**src/rtl/instruction_fetch.sv**
```systemverilog
// Fetch stage: issues credit-limited imem requests, buffers in-order responses and
// presents {instr, pc} to decode; a redirect flushes the buffer and drops stale responses.
module instruction_fetch #(
  parameter logic [31:0] RESET_PC   = 32'h0000_0000,
  parameter int          FIFO_DEPTH = 2
) (
  input  logic        clk,
  input  logic        rst,
  output logic        imem_req_valid,
  input  logic        imem_req_ready,
  output logic [31:0] imem_req_addr,
  input  logic        imem_rsp_valid,
  input  logic [31:0] imem_rsp_data,
  input  logic        redirect_valid,
  input  logic [31:0] redirect_pc,
  output logic        id_valid,
  input  logic        id_ready,
  output logic [31:0] id_instr,
  output logic [31:0] id_pc
);
  localparam int PW = $clog2(FIFO_DEPTH);
  localparam int CW = PW + 1;
  localparam logic [CW:0]   DEPTH_WIDE = (CW+1)'(FIFO_DEPTH);
  localparam logic [CW-1:0] DEPTH_CNT  = CW'(FIFO_DEPTH);

  typedef struct packed {
    logic [31:0] instr;
    logic [31:0] pc;
  } fetch_entry_t;

  logic [31:0]   fetch_pc_q, fetch_pc_d;
  logic [31:0]   rsp_pc_q, rsp_pc_d;
  logic [CW-1:0] inflight_q, inflight_d;
  logic [CW-1:0] drop_cnt_q, drop_cnt_d;
  logic [CW-1:0] count_q, count_d;
  logic [PW-1:0] rd_ptr_q, rd_ptr_d;
  logic [PW-1:0] wr_ptr_q, wr_ptr_d;
  fetch_entry_t  mem_q [FIFO_DEPTH];

  logic        req_fire, rsp_ok, push, pop;
  logic [CW:0] credits_used;
  logic [31:0] target_pc;
  logic        unused_pc_lsbs;

  assign target_pc      = {redirect_pc[31:2], 2'b00};
  assign unused_pc_lsbs = ^redirect_pc[1:0];

  // Words already buffered and requests still in flight (including ones to be dropped) share the credit pool.
  assign credits_used   = {1'b0, inflight_q} + {1'b0, count_q};
  assign imem_req_valid = !rst && !redirect_valid && (credits_used < DEPTH_WIDE);
  assign imem_req_addr  = fetch_pc_q;
  assign req_fire       = imem_req_valid && imem_req_ready;

  assign rsp_ok   = imem_rsp_valid && (inflight_q != '0);
  assign push     = rsp_ok && (drop_cnt_q == '0) && !redirect_valid;
  assign id_valid = (count_q != '0);
  assign pop      = id_valid && id_ready && !redirect_valid;
  assign id_instr = id_valid ? mem_q[rd_ptr_q].instr : '0;
  assign id_pc    = id_valid ? mem_q[rd_ptr_q].pc    : '0;

  always_comb begin
    fetch_pc_d = fetch_pc_q;
    rsp_pc_d   = rsp_pc_q;
    drop_cnt_d = drop_cnt_q;
    rd_ptr_d   = rd_ptr_q;
    wr_ptr_d   = wr_ptr_q;
    inflight_d = inflight_q + CW'(req_fire) - CW'(rsp_ok);
    count_d    = count_q + CW'(push) - CW'(pop);
    if (req_fire) fetch_pc_d = fetch_pc_q + 32'd4;
    if (push) begin
      rsp_pc_d = rsp_pc_q + 32'd4;
      wr_ptr_d = wr_ptr_q + PW'(1);
    end
    if (pop) rd_ptr_d = rd_ptr_q + PW'(1);
    if (rsp_ok && (drop_cnt_q != '0)) drop_cnt_d = drop_cnt_q - CW'(1);
    // Every request still outstanding after this cycle belongs to the old path.
    if (redirect_valid) begin
      fetch_pc_d = target_pc;
      rsp_pc_d   = target_pc;
      drop_cnt_d = inflight_q - CW'(rsp_ok);
      count_d    = '0;
      rd_ptr_d   = '0;
      wr_ptr_d   = '0;
    end
  end

  always_ff @(posedge clk or posedge rst) begin
    if (rst) begin
      fetch_pc_q <= RESET_PC;
      rsp_pc_q   <= RESET_PC;
      inflight_q <= '0;
      drop_cnt_q <= '0;
      count_q    <= '0;
      rd_ptr_q   <= '0;
      wr_ptr_q   <= '0;
    end else begin
      fetch_pc_q <= fetch_pc_d;
      rsp_pc_q   <= rsp_pc_d;
      inflight_q <= inflight_d;
      drop_cnt_q <= drop_cnt_d;
      count_q    <= count_d;
      rd_ptr_q   <= rd_ptr_d;
      wr_ptr_q   <= wr_ptr_d;
    end
  end

  always_ff @(posedge clk) begin
    if (push) mem_q[wr_ptr_q] <= '{instr: imem_rsp_data, pc: rsp_pc_q};
  end

`ifndef SYNTHESIS
  rsp_without_request: assert property (@(posedge clk) disable iff (rst)
    !(imem_rsp_valid && (inflight_q == '0)));
  push_when_full: assert property (@(posedge clk) disable iff (rst)
    !(push && (count_q == DEPTH_CNT)));
`endif
endmodule

```
**config.mk**
```make
export PLATFORM = sky130hd
export DESIGN_NAME = instruction_fetch
export DESIGN_NICKNAME = d
export VERILOG_FILES = /design/src/rtl/instruction_fetch.sv
export SDC_FILE = /design/constraint.sdc
export NUM_CORES = 1
export LEC_CHECK = 0
export CAP_MARGIN = 20
export CORE_MARGIN = 4
export CORE_UTILIZATION = 68
export CTS_CLUSTER_DIAMETER = 150
export DETAILED_ROUTE_END_ITERATION = 8
export DONT_BUFFER_PORTS = 1
export GPL_ROUTABILITY_DRIVEN = 0
export PLACE_DENSITY_LB_ADDON = 0.25
export SYNTH_ARGS = -nofsm -noshare
export SYNTH_HDL_FRONTEND = slang
export SYNTH_SLANG_ARGS = --single-unit
```
**constraint.sdc**
```tcl
create_clock -name clk -period 8.1 [get_ports clk]
set_clock_uncertainty 0.15 [all_clocks]
set_input_delay 0.405 -clock clk [delete_from_list [all_inputs] [get_ports clk]]
set_output_delay 0.405 -clock clk [all_outputs]
set_load 0.02 [all_outputs]
```
==> results.sh <==
export IMPL_cp_end_kind="flop"
export IMPL_vias=5968
export IMPL_critPathRequiredTime_ns=8.29
export IMPL_whs_path_depth=2
export IMPL_hold_path_endpoint="imem_req_addr[11]"
export IMPL_cpMaxStageDelayCell="or4b_1"
export IMPL_min_from="redirect_pc[11]"
export IMPL_synth_edf_count=124
export IMPL_power_total_mw=2.61
export IMPL_area_growth_pct=13.2
export IMPL_powerDensity_nw_per_um2=264
export IMPL_ys_top_cells_by_count="edfxtp_1 (124), nor2_1 (96), dfrtp_1 (68)"
export IMPL_clock_fmax_ghz=0.283
export IMPL_die_w_um=121
export IMPL_ys_seq_area_share_pct=62.1
export IMPL_slew_headroom_pct=28.3
export IMPL_rows=41
export IMPL_min_period_ns=3.53
export IMPL_finalSetupViolations=0
export IMPL_drt_wirelength_per_cell_um=20.5
export IMPL_fin_util_pct=78.3
export IMPL_multi_input_comb_area_um2=3080
export IMPL_setup_tns_ns=0
export IMPL_power_leakage_nw=3.36
export IMPL_ys_ff_latch=192
export IMPL_clk_latency_ns=0.42
export IMPL_drv_cap=0
export IMPL_avgSynthCellArea_um2=12.3
export IMPL_max_vdd_ir_drop_uv=138
export IMPL_path_cells="and2_1, fa_1, or4b_1, or3_1, or4_1, a31oi_1"
export IMPL_hold_path_class="in2reg"
export IMPL_grt_max_degree=82
export IMPL_outcome="finished, final reports clean"
export IMPL_ant_nets=0
export IMPL_ctsRootBufferMaster="clkbuf_16"
export IMPL_cp_slowest_stage_delay_ns=0.80
export IMPL_cp_max_fo=16
export IMPL_ys_flop_type="edfxtp_1"
export IMPL_post_route_drc_count=0
export IMPL_synth_area_leaders="edfxtp_1 (43%), dfrtp_1 (19%), mux2i_1 (7.6%)"
export IMPL_gr_total_overflow=0
export IMPL_post_cts_buffers=0
export IMPL_grtUsageTotal_pct=25.6
export IMPL_io_pin_count=168
export IMPL_switching_share_pct=30.1
export IMPL_drtIter0Drc=641
export IMPL_htree_levels=4
export IMPL_numPortBuffers=0
export IMPL_postSynthCellCount=710
export IMPL_cts_buffer_depth=2
export IMPL_num_fill_cells=749
export IMPL_pwr_share_comb_pct=17.7
export IMPL_grt_pass1_vias=5759
export IMPL_path_clk_slew_ns=0.07
export IMPL_grt_first_pass_wirelength_um=29300
export IMPL_num_antenna_cells=0
export IMPL_die_h_um=121
export IMPL_timing_rr_end="imem_req_addr[17]"
export IMPL_yosysMostFrequentCell="edfxtp_1"
export IMPL_numCtsBuffers=17
export IMPL_die_area_um2=14700
export IMPL_p_switching_mw=0.785
export IMPL_cts_tree="built"
export IMPL_hpwl_um=11600
export IMPL_reg2reg_depth=6
export IMPL_yosys_area_top_type_share_pct=42.6
export IMPL_clock_sinks=192
export IMPL_critPathKind="reg2reg"
export IMPL_hold_viol=0
export IMPL_fin_crit_sh_pct=43.6
export IMPL_core_area_um2=12600
export IMPL_tightest_slew_ns=1.08
export IMPL_drt_total_wl_um=18900
export IMPL_p_int_mw=1.82
export IMPL_drive_gt1_share_pct=7.32
export IMPL_cts_resized=0
export IMPL_worstPathArrival_ns=3.72
export IMPL_register_area_um2=5430
export IMPL_p_seq_share_pct=49.0
export IMPL_antenna_found_initial=0
export IMPL_syn_area_um2=8730
export IMPL_r2r_slack_ns=4.57
export IMPL_via_per_inst=6.47
export IMPL_cts_hold_fix_buffers=42
export IMPL_initial_core_util_pct=69.2
export IMPL_clkPwrFrac_pct=33.3
export IMPL_async_flop_share_pct=35.4
export IMPL_drt_pass1_iter_count=6
export IMPL_drv_slew=0
export IMPL_rsz0062_at_grt="false"
export IMPL_yosys_area_top_type="edfxtp_1"
export IMPL_synthDistinctLibCells=47
export IMPL_nets=817
export IMPL_critPathLaunchType="flop"
export IMPL_r2r_start="count_q[0]"
export IMPL_yosysWarnings=0
## flip-flops by register name, summed over array words and instances (netlist names)
register and cells:
inflight_q 2, rsp_pc_q 30, count_q 2, drop_cnt_q 2
imem_req_addr 30, rd_ptr_q 1, mem_q 124, wr_ptr_q 1
## through the flow
step | setup slack, ns | hold WS [ns] | std cells | area (µm²)
floorplan | 3.69 | 0.311 | 713 | 8740
global placement | 4.70 | 0.329 | 849 | 8840
detailed placement | 4.58 | 0.333 | 849 | 8840
CTS | 4.58 | 0.0137 | 923 | 9880
global route | 4.41 | 0.0435 | 923 | 9880
finish | 4.57 | 0.0251 | 923 | 9880
## cell families after synthesis
family	synth area share (%)
AOI/OAI and AO/OA	6.46
DFF	62.1
other	0.0429
and+or+nand+nor	15.4
muxes	8.98
adders and majority gates	1.38
xor gates and xnor gates	2.71
buffers and inverters	2.94
## layout by cell type (no fill, tap or decap), types with 9 or more instances in the layout
cell type	netlist	final
a211oi_1	11	11
a21oi_1	11	11
a31oi_1	25	25
and4_1	11	11
clkbuf_16	0	17
dfrtp_1	68	67
dlygate4sd3_1	0	42
edfxtp_1	124	124
inv_1	20	19
mux2_2	11	11
mux2i_1	66	66
nand2_1	21	21
nand3_1	26	26
nand4_1	18	18
nor2_1	96	93
nor3_1	17	17
nor4_1	16	16
o21ai_0	9	9
o31ai_1	17	17
or3_1	9	9
or4_1	22	22
xnor2_1	18	18
xor2_1	9	9
## power groups by stage
stage,logic [mW],registers (mW),clock network (mW)
5_1_grt,0.506,1.29,0.913
6_report,0.461,1.28,0.869
3_5_place_dp,0.439,1.30,0
2_1_floorplan,0.393,1.24,0
3_3_place_gp,0.425,1.29,0
4_1_cts,0.463,1.28,0.874
## layer usage
layer / vias to the layer above / wire [µm] / track usage, %
li1: 2728 / - / -
met1: 2874 / 8040 / 36.4
met2: 321 / 8820 / 39.4
met3: 45 / 1760 / 6.95
met4: 0 / 308 / 7.00
met5: - / 0 / 0
## worst max-delay path by stage
stage                               from                end
after floorplan           redirect_valid       mem_q[0][10]
after global placement        count_q[0]  imem_req_addr[17]
after detailed placement      count_q[0]  imem_req_addr[17]
after CTS                     count_q[0]  imem_req_addr[17]
final                         count_q[0]  imem_req_addr[17]
after global routing       inflight_q[0]  imem_req_addr[17]
## critical path, delay by kind of cell, from the launching register on
| kind | cells | cell delay [ns] |
|---|---|---|
| AOI/OAI and AO/OA | 1 | 0.18 |
| and+or+nand+nor | 4 | 2.18 |
| adders and majority gates | 1 | 0.51 |
| DFF | 1 | 0.42 |
## area by class of cell
| cell class | count | area share [%] |
|---|---|---|
| sequential | 192 | 54.9 |
| timing repair buffer | 47 | 4.63 |
| inverter | 21 | 0.797 |
| tap | 172 | 2.18 |
| clock buffer | 18 | 4.34 |
| multi-input combinational | 459 | 31.2 |
| clock inverter | 14 | 1.92 |
(Power assumes the default switching activity.)
